==> config.mk <==
export PLATFORM = sky130hd
export DESIGN_NAME = stack_ctrl
export DESIGN_NICKNAME = d
export VERILOG_FILES = /design/src/rtl/stack_ctrl.sv
export SDC_FILE = /design/constraint.sdc
export NUM_CORES = 1
export LEC_CHECK = 0
export CAP_MARGIN = 20
export CORE_UTILIZATION = 45
export DETAILED_ROUTE_END_ITERATION = 8
export MAX_ROUTING_LAYER = met4
export PLACE_DENSITY = 0.82
export SETUP_SLACK_MARGIN = 0.15
export SKIP_CTS_REPAIR_TIMING = 1
export SLEW_MARGIN = 30
export SYNTH_ARGS = -nofsm -noshare
export SYNTH_HDL_FRONTEND = slang
export SYNTH_SLANG_ARGS = --single-unit
==> constraint.sdc <==
create_clock -name clk -period 2.6 [get_ports clk]
set_clock_uncertainty 0.1 [all_clocks]
set_input_delay 0.39 -clock clk [delete_from_list [all_inputs] [get_ports clk]]
set_output_delay 0.39 -clock clk [all_outputs]
set_load 0.1 [all_outputs]
==> src/rtl/stack_ctrl.sv <==
// Purpose: stack-machine controller driving a 128x8 falling-edge RAM; push/pop/top/add/sub/clear on a downward-growing stack.
// Latency: accept-to-done is PUSH 2, POP/TOP 2, ADD/SUB 4, CLEAR 1 cycles; rejected commands finish in 1 cycle.
// Backpressure: busy is high outside IDLE; op_valid is only sampled in IDLE and is otherwise dropped, never queued.
module stack_ctrl #(
  parameter int              DEPTH    = 128,
  parameter int              AW       = 7,
  parameter int              CW       = 8,
  parameter logic [AW-1:0]   TOP_ADDR = 7'h7F
) (
  input  logic          clk,
  input  logic          reset,
  input  logic          op_valid,
  input  logic [2:0]    op,
  input  logic [7:0]    data_in,
  output logic          busy,
  output logic          done,
  output logic          error,
  output logic [7:0]    top_data,
  output logic          empty,
  output logic          full,
  output logic [AW-1:0] sp,
  output logic [CW-1:0] count,
  output logic          mem_we,
  output logic [AW-1:0] mem_addr,
  output logic [7:0]    mem_din,
  input  logic [7:0]    mem_dout
);

  typedef enum logic [2:0] {
    S_IDLE = 3'd0,
    S_WR   = 3'd1,
    S_RD_A = 3'd2,
    S_RD_B = 3'd3,
    S_WB   = 3'd4,
    S_DONE = 3'd5
  } state_t;

  localparam logic [2:0] OP_PUSH  = 3'd0;
  localparam logic [2:0] OP_POP   = 3'd1;
  localparam logic [2:0] OP_ADD   = 3'd2;
  localparam logic [2:0] OP_SUB   = 3'd3;
  localparam logic [2:0] OP_CLEAR = 3'd4;
  localparam logic [2:0] OP_TOP   = 3'd5;

  localparam logic [AW-1:0] SP_ONE   = AW'(1);
  localparam logic [AW-1:0] SP_TWO   = AW'(2);
  localparam logic [CW-1:0] CNT_ONE  = CW'(1);
  localparam logic [CW-1:0] CNT_TWO  = CW'(2);
  localparam logic [CW-1:0] CNT_FULL = CW'(DEPTH);

  state_t        state, state_nxt;
  logic [2:0]    op_r;
  logic [7:0]    opnd_r;
  logic [7:0]    a_r;
  logic [7:0]    b_r;
  logic          err_r;
  logic [AW-1:0] sp_r;
  logic [CW-1:0] count_r;
  logic [7:0]    top_r;

  logic          reject;
  logic          is_arith;
  logic [7:0]    alu_res;

  assign empty    = (count_r == '0);
  assign full     = (count_r == CNT_FULL);
  assign sp       = sp_r;
  assign count    = count_r;
  assign top_data = top_r;
  assign busy     = (state != S_IDLE);
  assign done     = (state == S_DONE);
  // error is meaningful only alongside done; keep it low otherwise
  assign error    = done & err_r;

  // The second operand sits deeper in the stack, so SUB is b - a (next-to-top minus top)
  assign is_arith = (op_r == OP_ADD) || (op_r == OP_SUB);
  assign alu_res  = (op_r == OP_SUB) ? (b_r - a_r) : (b_r + a_r);

  // Decide at accept time whether the incoming command can legally run
  always_comb begin
    reject = 1'b0;
    case (op)
      OP_PUSH:         reject = full;
      OP_POP, OP_TOP:  reject = empty;
      OP_ADD, OP_SUB:  reject = (count_r < CNT_TWO);
      OP_CLEAR:        reject = 1'b0;
      default:         reject = 1'b1;
    endcase
  end

  // State register; reset aborts any command without producing a done pulse
  always_ff @(posedge clk) begin
    if (reset) begin
      state <= S_IDLE;
    end else begin
      state <= state_nxt;
    end
  end

  // Next-state and RAM-port decode; RAM signals are pure functions of state and stack pointer
  always_comb begin
    state_nxt = state;
    mem_we    = 1'b0;
    mem_addr  = '0;
    mem_din   = '0;
    case (state)
      S_IDLE: begin
        if (op_valid) begin
          if (reject) begin
            state_nxt = S_DONE;
          end else begin
            case (op)
              OP_PUSH:                 state_nxt = S_WR;
              OP_POP, OP_TOP:          state_nxt = S_RD_A;
              OP_ADD, OP_SUB:          state_nxt = S_RD_A;
              default:                 state_nxt = S_DONE;
            endcase
          end
        end
      end
      S_WR: begin
        mem_we    = 1'b1;
        mem_addr  = sp_r;
        mem_din   = opnd_r;
        state_nxt = S_DONE;
      end
      S_RD_A: begin
        mem_addr  = sp_r + SP_ONE;
        state_nxt = is_arith ? S_RD_B : S_DONE;
      end
      S_RD_B: begin
        mem_addr  = sp_r + SP_TWO;
        state_nxt = S_WB;
      end
      S_WB: begin
        // The result overwrites the deeper operand, which becomes the new top
        mem_we    = 1'b1;
        mem_addr  = sp_r + SP_TWO;
        mem_din   = alu_res;
        state_nxt = S_DONE;
      end
      S_DONE: begin
        state_nxt = S_IDLE;
      end
      default: begin
        state_nxt = S_IDLE;
      end
    endcase
  end

  // Command latch, operand capture and stack-pointer bookkeeping
  always_ff @(posedge clk) begin
    if (reset) begin
      op_r    <= '0;
      opnd_r  <= '0;
      a_r     <= '0;
      b_r     <= '0;
      err_r   <= 1'b0;
      sp_r    <= TOP_ADDR;
      count_r <= '0;
      top_r   <= '0;
    end else begin
      case (state)
        S_IDLE: begin
          if (op_valid) begin
            op_r   <= op;
            opnd_r <= data_in;
            err_r  <= reject;
            // CLEAR needs no RAM access, so it takes effect at accept
            if (op == OP_CLEAR) begin
              sp_r    <= TOP_ADDR;
              count_r <= '0;
            end
          end
        end
        S_WR: begin
          sp_r    <= sp_r - SP_ONE;
          count_r <= count_r + CNT_ONE;
          top_r   <= opnd_r;
        end
        S_RD_A: begin
          // mem_dout now holds the word addressed during this cycle
          a_r <= mem_dout;
          if ((op_r == OP_POP) || (op_r == OP_TOP)) begin
            top_r <= mem_dout;
          end
          if (op_r == OP_POP) begin
            sp_r    <= sp_r + SP_ONE;
            count_r <= count_r - CNT_ONE;
          end
        end
        S_RD_B: begin
          b_r <= mem_dout;
        end
        S_WB: begin
          sp_r    <= sp_r + SP_ONE;
          count_r <= count_r - CNT_ONE;
          top_r   <= alu_res;
        end
        default: begin
        end
      endcase
    end
  end

endmodule

==> summary.md, run 1 <==
| Metric | Value |
|---|---|
| Antenna violations before repair | `0` |
| Wire length per cell | `17.9 um` |
| Worst hold path type | `input pin to flop` |
| Setup TNS | `-2.90 ns` |
| Post-Layout Cell Count | `740` |
| Total die area | `9100 um^2` |
| Dpl ws | `-0.284 ns` |
| Final instance area | `5850 um^2` |
| Crit Path Max Fanout | `4` |
| Synthesized area per cell | `7.34 um^2` |
| Gate Count Post-Synth | `535` |
| Synth async-reset ratio | `0` |
| EDFF count, synth | `0` |
| Outcome | `finished with violations` |
| Die height | `95.4 um` |
| I/O pin count | `66` |
| DP HPWL | `9160 um` |
| Storage cell area | `1120 um^2` |
| Measured slew at the worst slew-check pin | `0.638 ns` |
| Data required, critical path | `2.11 ns` |
| Root buf cell | `clkbuf_8` |
| Layout cell share with drive strength beyond 1 | `0.348` |
| Crit path kind | `flop to output port` |
| Placed cell areas | `5300 um^2` |
| R2R Path End | `top_data[6]$_SDFFE_PP0P_` |
| RSZ-0062 raised after global routing | `yes` |
| Multi-input gate area | `3080 um^2` |
| Post-DR vias/cell | `6.12` |
| Hold Fails Final Rpt | `0` |
| Final Net Count | `677` |
| Gr ovfl total | `0` |
| Final wirelength | `13,300 um` |
| Post-Synthesis Net Count | `578` |
| Sink Count | `54` |
| Clock H-tree levels | `2` |
| Core Area | `8340 um^2` |
| Inserted Clock Buffers | `5` |
| DRT antenna net count | `0` |
| Distinct cells, synth | `65` |
| Most common cell after layout, fill and taps aside | `buf_4` |
| Layout fillers | `631` |
| FF-to-FF path depth | `12` |
| Cell area after synthesis | `3930 um^2` |
| Clk Latency, worst-skew pair | `0.32 ns` |
| Iter 0 DRT Violations | `351` |
| Top FF cell, synth | `dfxtp_1` |
| CP Capture Point | `mem_din[7]` |
| Vias in the first global route | `4,077` |
| CTS Buffer Depth | `2` |
| Setup crit end kind | `output port` |
| Clock-pin transition on the worst setup and hold timing paths | `0.11 ns` |
| Cell Rows | `33` |
| Initial Util | `0.471` |
| Final Wtd Congestion | `0.941` |
| Wire length of the first global-routing pass | `19,900 um` |
| Peak-usage layer in the global routing report | `met2` |
| Area Growth Syn to Fin | `48.9%` |
| Residual DRC | `0` |
| Max Cap Viol | `0` |
| Most frequent cells in the layout | `buf_4, nand2_1, a21oi_1, nor2_1, dfxtp_1` |
| Max_slew headroom | `0.574` |
| Critical R2R Launch | `a_r[0]$_SDFFE_PP0P_` |
| Setup violators final | `7` |
| Setup crit start | `a_r[0]$_SDFFE_PP0P_` |
| Buffers on Ports | `65` |
| TritonCTS clock tree | `done` |
| Gr usage total | `0.286` |
| Max Freq | `314 MHz` |
| Met1 Track Usage GR | `0.376` |
| Yosys warns | `0` |
| GR Util met2 | `0.462` |
| Placed cell count | `710` |
| Ant diodes | `0` |
| DRT Pass-1 Iters | `6` |
| R2R setup slack | `-0.05 ns` |
| Failing checks | `setup timing` |
| Largest net degree at the start of global routing | `26` |
| Minimum clock period | `3.18 ns` |
| Total number of vias | `4,532` |
| Die Width | `95.4 um` |
| Worst setup margin | `-0.583 ns` |
| Slew Viols, Final | `0` |
| Critical path arrival | `2.69 ns` |
| Met3 Resource Use GR | `0.0327` |
| Flops & latches, synth | `54` |
| Crit share post-route | `1.22` |
| Crit start category | `flop` |
| Sequential area share after synthesis | `0.275` |
[Yosys cell counts, types with 4 or more instances]
library cell | count | area, um^2
nand2_1 | 78 | 293
dfxtp_1 | 54 | 1080
a21oi_1 | 53 | 265
nor2_1 | 47 | 176
o21ai_0 | 27 | 135
clkbuf_1 | 25 | 93.8
nand3_1 | 23 | 115
ha_1 | 19 | 238
inv_1 | 17 | 63.8
nor2b_1 | 16 | 100
nor3_1 | 13 | 65.1
a211oi_1 | 11 | 82.6
xnor2_1 | 11 | 96.3
o22ai_1 | 10 | 62.6
buf_2 | 7 | 35.0
or3_1 | 7 | 43.8
a22oi_1 | 6 | 45.0
o21a_1 | 6 | 45.0
xor2_1 | 6 | 52.6
and2_1 | 5 | 31.3
buf_4 | 5 | 37.5
nand2b_1 | 5 | 31.3
a221oi_1 | 4 | 35.0
a31oi_1 | 4 | 25.0
nand4_1 | 4 | 25.0
nor4_1 | 4 | 25.0
o211ai_1 | 4 | 30.0
[cells by family after synthesis]
| family | Yosys count | share of synthesized area |
|---|---|---|
| compound gates | 157 | 0.261 |
| xor+xnor | 17 | 0.0379 |
| fa+ha+maj | 21 | 0.0707 |
| buf+inv | 59 | 0.0653 |
| flops | 54 | 0.275 |
| mux | 3 | 0.00797 |
| simple gates | 224 | 0.282 |
[metrics by stage]
step                hold WS (ns)   util
floorplan                  0.336      -
global placement           0.347  0.635
detailed placement         0.360  0.635
CTS                        0.350  0.647
global route               0.355  0.701
finish                     0.361  0.701
[per-layer routing]
layer	routed length, um	up-vias
met2	6560	245
met3	1040	46
li1	-	2105
met1	5340	2136
met5	0	-
met4	340	0
[final cells by class]
type | count | share of cell area
clock buffers | 5 | 0.0118
repair buffers | 133 | 0.229
well taps | 105 | 0.0225
inverters | 18 | 0.0120
multi-input cells | 422 | 0.527
clock inverters | 3 | 0.00492
flip-flops and latches | 54 | 0.192
[worst min path at each step]
stage / slack [ns] / cells past startpoint / startpoint / endpoint
CTS: 0.35 / 2 / reset / a_r[0]$_SDFFE_PP0P_
global route: 0.36 / 2 / reset / a_r[1]$_SDFFE_PP0P_
detailed placement: 0.36 / 2 / b_r[4]$_SDFFE_PP0N_ / b_r[4]$_SDFFE_PP0N_
finish: 0.36 / 2 / reset / b_r[3]$_SDFFE_PP0N_
floorplan: 0.34 / 2 / b_r[0]$_SDFFE_PP0N_ / b_r[0]$_SDFFE_PP0N_
global placement: 0.35 / 2 / b_r[0]$_SDFFE_PP0N_ / b_r[0]$_SDFFE_PP0N_
[worst max-delay path, cell delays in order (launching register included)]
cell      delay (ns)
dfxtp_2         0.36
inv_2           0.07
ha_4            0.16
nor3b_4         0.25
a21oi_2         0.10
xnor2_1         0.13
ha_1            0.33
nand3_1         0.13
a211oi_2        0.20
nor3_1          0.09
xnor2_1         0.16
o21ai_4         0.19
buf_12          0.19
[sequential cells by signal, summed over array words and instances, names as in the netlist]
register / cells
top_data: 8
b_r: 8
count: 8
op_r: 3
opnd_r: 8
err_r: 1
a_r: 8
state: 3
sp: 7
Power of run 1 is left out: the tool's default activity adds up to more than one toggle a clock period on the data nets, which glitch-free logic cannot reach.
==> inputs of run 2 (changes only) <==
CTS_BUF_LIST = sky130_fd_sc_hd__clkbuf_8   (was not set)
==> results of run 2 <==
Same layout as run 1: the final DEF is identical, and so are final timing and power.
Power of run 2 is left out for the same reason.
